### src/rtl/fetch_pkg.sv
// fetch_pkg: shared types and default widths for the fetch sequencer.
// Holds the sequencer state enum and the cycle counter width.
package fetch_pkg;

  typedef enum logic [1:0] {
    IDLE = 2'd0,
    RUN  = 2'd1,
    DONE = 2'd2
  } state_e;

  localparam int PC_W_DEF   = 10;
  localparam int LUT_AW_DEF = 2;
  localparam int CNT_W      = 16;

endpackage

### src/rtl/fetch_sequencer_branch_lut.sv
// branch_lut: 2^AW x DW branch target table, one write port,
// one combinational read port, synchronous active-low clear.
module branch_lut #(
  parameter int AW = 2,
  parameter int DW = 10
) (
  input  logic          clk_i,
  input  logic          rst_ni,
  input  logic          we_i,
  input  logic [AW-1:0] waddr_i,
  input  logic [DW-1:0] wdata_i,
  input  logic [AW-1:0] raddr_i,
  output logic [DW-1:0] rdata_o
);

  localparam int DEPTH = 1 << AW;

  logic [DW-1:0] mem_q [DEPTH];

  always_ff @(posedge clk_i) begin
    if (!rst_ni) begin
      for (int i = 0; i < DEPTH; i++) begin
        mem_q[i] <= '0;
      end
    end else if (we_i) begin
      mem_q[waddr_i] <= wdata_i;
    end
  end

  // Read sees the pre-edge contents, so a same-cycle write is not forwarded.
  assign rdata_o = mem_q[raddr_i];

endmodule

### src/rtl/fetch_sequencer.sv
// fetch_sequencer: IDLE/RUN/DONE program counter sequencer with a
// branch target table. FETCH_CYCLE_COUNT_EN adds a RUN-cycle counter.
module fetch_sequencer
  import fetch_pkg::*;
#(
  parameter int PC_W   = PC_W_DEF,
  parameter int LUT_AW = LUT_AW_DEF
) (
  input  logic              clk,
  input  logic              reset_n,
  input  logic              start,
  input  logic              branch,
  input  logic [LUT_AW-1:0] how_high,
  input  logic              halt_instr,
  input  logic              stall,
  input  logic              lut_we,
  input  logic [LUT_AW-1:0] lut_waddr,
  input  logic [PC_W-1:0]   lut_wdata,
  output logic [PC_W-1:0]   pc,
  output logic              fetch_valid,
  output logic              done,
  output logic              pc_wrap
`ifdef FETCH_CYCLE_COUNT_EN
  ,
  output logic [CNT_W-1:0]  cycle_count
`endif
);

  state_e          state_q, state_d;
  logic [PC_W-1:0] pc_q, pc_d;
  logic            wrap_q, wrap_d;
  logic [PC_W-1:0] tgt;

  branch_lut #(
    .AW (LUT_AW),
    .DW (PC_W)
  ) u_lut (
    .clk_i   (clk),
    .rst_ni  (reset_n),
    .we_i    (lut_we),
    .waddr_i (lut_waddr),
    .wdata_i (lut_wdata),
    .raddr_i (how_high),
    .rdata_o (tgt)
  );

  always_comb begin
    state_d = state_q;
    pc_d    = pc_q;
    wrap_d  = wrap_q;
    unique case (state_q)
      IDLE, DONE: begin
        if (start) begin
          state_d = RUN;
          pc_d    = '0;
          wrap_d  = 1'b0;
        end
      end
      RUN: begin
        if (!stall) begin
          if (halt_instr) begin
            state_d = DONE;
          end else if (branch) begin
            pc_d = tgt;
          end else begin
            pc_d = pc_q + PC_W'(1);
            if (&pc_q) wrap_d = 1'b1;
          end
        end
      end
      default: begin
        state_d = IDLE;
        pc_d    = '0;
        wrap_d  = 1'b0;
      end
    endcase
  end

  always_ff @(posedge clk) begin
    if (!reset_n) begin
      state_q <= IDLE;
      pc_q    <= '0;
      wrap_q  <= 1'b0;
    end else begin
      state_q <= state_d;
      pc_q    <= pc_d;
      wrap_q  <= wrap_d;
    end
  end

  assign pc          = pc_q;
  assign fetch_valid = (state_q == RUN);
  assign done        = (state_q == DONE);
  assign pc_wrap     = wrap_q;

`ifdef FETCH_CYCLE_COUNT_EN
  logic [CNT_W-1:0] cnt_q, cnt_d;

  always_comb begin
    cnt_d = cnt_q;
    if (state_q == RUN) begin
      if (cnt_q != '1) cnt_d = cnt_q + CNT_W'(1);
    end else if (start) begin
      cnt_d = '0;
    end
  end

  always_ff @(posedge clk) begin
    if (!reset_n) cnt_q <= '0;
    else          cnt_q <= cnt_d;
  end

  assign cycle_count = cnt_q;
`endif

endmodule

### config.mk
export PLATFORM = sky130hd
export DESIGN_NAME = fetch_sequencer
export DESIGN_NICKNAME = d
export VERILOG_FILES = /design/src/rtl/fetch_pkg.sv /design/src/rtl/fetch_sequencer_branch_lut.sv /design/src/rtl/fetch_sequencer.sv
export SDC_FILE = /design/constraint.sdc
export NUM_CORES = 1
export LEC_CHECK = 0
export ABC_AREA = 1
export CAP_MARGIN = 0
export CORE_UTILIZATION = 55
export DETAILED_ROUTE_END_ITERATION = 16
export PLACE_DENSITY = 0.78
export SLEW_MARGIN = 30
export SYNTH_ARGS = -nofsm -noshare
export SYNTH_HDL_FRONTEND = slang
export SYNTH_HIERARCHICAL = 1
export SYNTH_SLANG_ARGS = --single-unit
### constraint.sdc
create_clock -name clk -period 2.17 [get_ports clk]
set_clock_uncertainty 0.15 [all_clocks]
set_input_delay 0.5425 -clock clk [delete_from_list [all_inputs] [get_ports clk]]
set_output_delay 0.5425 -clock clk [all_outputs]
set_load 0.005 [all_outputs]
==> results of run 1 <==
[cell families (layout without fill, tap and decap cells)]
logic type / after synthesis / after routing
buf+inv: 83 / 128
fa+ha+maj: 1 / 1
mux: 1 / 1
compound gates: 11 / 11
simple gates: 217 / 217
flops: 53 / 53
[layout by cell type (no fill, tap or decap)]
cell type,n
nand2_1,101
inv_1,68
nor2_1,49
nand3_1,41
edfxtp_1,40
clkdlybuf4s50_1,33
nor3_1,14
dfxtp_1,12
buf_4,12
o21ai_0,7
clkbuf_8,5
or2_2,3
nand2_2,3
a21oi_1,3
buf_12,3
inv_2,2
nor2_2,2
nand4_4,1
nor2_4,1
nand3_2,1
inv_4,1
mux2i_1,1
o21ai_1,1
nand3b_1,1
ha_1,1
clkbuf_1,1
clkinv_4,1
bufinv_16,1
dfxtp_2,1
clkinv_1,1
[sequential cells by signal, summed over array words and instances, names as in the netlist]
signal / cells
state_q: 2
pc: 10
u_lut/mem_q: 40
pc_wrap: 1
[where the power goes]
| part | total [mW] | switching (mW) | internal (mW) |
|---|---|---|---|
| logic | 0.296 | 0.172 | 0.125 |
| clock network | 0.670 | 0.323 | 0.347 |
| registers | 1.18 | 0.0231 | 1.15 |
| total | 2.14 | 0.518 | 1.62 |
[layout make-up]
type                    count  area (um2)
flip-flops and latches     53        1460
clock inverters             2        38.8
fillers                   417        1390
repair buffers             48         480
inverters                  72         273
clock buffers               6        72.6
multi-input cells         230        1020
well taps                  67        83.8
[metrics by stage]
step / util / hold WS (ns)
2_1_floorplan: - / 0.302
4_1_cts: 0.711 / 0.340
5_1_grt: 0.711 / 0.381
6_report: 0.711 / 0.353
3_3_place_gp: 0.688 / 0.300
3_5_place_dp: 0.688 / 0.319
[metal layers]
layer | vias to the layer above | wire length (um) | share of wire
li1 | 1224 | - | -
met1 | 1082 | 2690 | 0.44
met2 | 82 | 2970 | 0.49
met3 | 8 | 307 | 0.051
met4 | 0 | 80 | 0.013
met5 | - | 0 | 0
[timing repair]
action	4_1_cts	5_1_grt
gates resized for setup	0	2
hold buffers	0	0
setup endpoints to repair	0	1
[worst min-delay path, cell delays in order, from the launching register on]
cell,delay (ns)
dfxtp_1,0.32
nor2_1,0.10
nor2_1,0.05
[worst min-delay path by stage]
stage                           from          to  cells after the start
after floorplan           state_q[1]  state_q[1]                      2
after global placement       pc_wrap     pc_wrap                      2
after detailed placement  state_q[1]  state_q[1]                      2
after CTS                 state_q[1]  state_q[1]                      2
after global routing           pc[9]       pc[9]                      2
final                        pc_wrap     pc_wrap                      2
==> summary.md, run 1 <==
| Metric | Value |
|---|---|
| Clk slew on worst S/H paths | `0.09 ns` |
| Global route overflow | `0` |
| Overall Power | `2.14 mW` |
| GRT busiest layer | `met2` |
| Post-synthesis sequential element count | `53` |
| Crit path largest cell delay | `approximately 0.49 ns` |
| Post-route ant nets | `0` |
| Setup ws final | `0.124 ns` |
| Worst IR Drop VDD | `0.534 mV` |
| Slowest-stage cell, CP | `clkdlybuf4s50_1` |
| Drt pass-1 iters | `4` |
| Cells after Synth | `around 370` |
| Vias in the first global route | `2251` |
| Leak Pwr | `roughly 1.6 nW` |
| Crit path time final | `2.05 ns` |
| Share of cells above drive strength 1 | `0.0900` |
| Post-CTS Setup Inserts | `0` |
| Num ports | `34` |
| Area Overhead vs Synth | `21.6%` |
| Cell taking the most area after synthesis | `edfxtp_1` |
| Place WS | `0.00710 ns` |
| Setup_tns | `0 ns` |
| Area after DPL | `3310 um2` |
| Remaining DRCs | `0` |
| Reg2reg start | `pc[0]` |
| Final WL | `about 6000 um` |
| First-pass GRT wire length | `10100 um` |
| Part of the cycle the worst path needs | `0.943` |
| Setup slack, reg-to-reg | `0.62 ns` |
| Adder-Cell Fraction of Synth Area | `0.00444` |
| Worst path depth | `4` |
| RSZ-0062 raised after global routing | `no` |
| Largest net degree at the start of global routing | `21` |
| Post-Syn Nets | `388` |
| H-tree levels | `2` |
| Top cells by count, synth | `nand2_1 (101), inv_1 (69), nor2_1 (49), nand3_1 (41), edfxtp_1 (40)` |
| DPL Wire Length | `4530 um` |
| Final Hold Violating Endpoints | `0` |
| Mux share of post-synthesis cell area | `0.00355` |
| Routability cong. | `0.845` |
| Maximum clock rate | `around 0.49 GHz` |
| Row cnt | `25` |
| Horiz. Die Dim | `73.6 um` |
| Most common cell in the netlist | `nand2_1` |
| Die Area | `5420 um2` |
| Final setup fails | `0` |
| Netlist Area Pre-Place | `2820 um2` |
| Number of DRC markers in iteration 0 | `between 150 and 200` |
| CP Capture Point | `fetch_valid` |
| Nets@finish | `432` |
| Slew HR | `0.805` |
| CTS tree | `yes` |
| Crit path DAT | `1.35 ns` |
| Met3 Use GR | `0.0425` |
| N_diodes | `0` |
| Max cap viols | `0` |
| Power Dens Cells | `approximately 630 nW/um2` |
| Crit-path leading delay family | `buffers and inverters` |
| Synth top area cells | `edfxtp_1 (43%), nand2_1 (13%), dfxtp_1 (9.2%), inv_1 (9.2%), nand3_1 (7.3%)` |
| CTS buffer count | `5` |
| Die height | `73.6 um` |
| CP max FO | `5` |
| WP data required | `~1.5 ns` |
| CTS root buffer | `clkbuf_8` |
| DR vias | `2396` |
| WS Path Type | `reg2out` |
| M1 GR Usage | `0.329` |
| Final Cell Area | `3430 um2` |
| Simple-gate share of the synthesized area | `0.333` |
| Antenna violations before repair | `0` |
| Clk buf depth | `2` |
| Final Max Tran Viols | `0` |
| Unique cell type count in the Yosys netlist | `26` |
| Post-Synth XOR/XNOR Area | `0` |
| Synth Flop Type | `edfxtp_1` |
| Avg Inst Size Synth | `between 7 and 8 um2` |
| Layout Cells excl Fill | `478` |
| Clock Sinks | `53` |
| Post-synth EDFFs | `40` |
| Slew @ Worst Pin | `0.292 ns` |
| Skew-Pair Late Insertion Delay | `0.30 ns` |
| CP Capture Type | `output port` |
| GRT Util Overall | `0.250` |
| RR Endpoint | `pc_wrap` |
| Starting Density | `0.585` |
| Global-route track usage on met2 | `0.416` |
| Post-synth top area share | `0.426` |
| Crit-path cells | `inv_2 -> nand2_1 -> inv_1 -> clkdlybuf4s50_1` |
| Critical path buffer and inverter count | `3` |
| Seq/Total Area, Yosys | `0.518` |
| Async SR Flop Fraction | `0` |
| Post-placement cell count | `470` |
| HP Class | `reg2reg` |
| Synth Area in Compound Gates | `0.0195` |
| Post-DR vias/cell | `5.01` |
| Startpoint types | `flip-flop` |
| Largest family of logic cells by synthesized area | `simple AND/OR/NAND/NOR gates` |
| Per-cell routed wire length | `12.6 um` |
| R2R depth | `7` |
| Status | `finished, final reports clean` |
| Beginning of the critical path | `state_q[1]` |
| Ys Warns | `6` |
| Core area | `4820 um2` |
| IO Port Bufs | `33` |
No activity file was read; power rests on OpenSTA's default activity.
==> run 2, diff against run 1 <==
CTS_CLUSTER_SIZE = 28   (was not set)
==> results of run 2 <==
No change in the layout: final DEF, timing and power equal those of run 1.
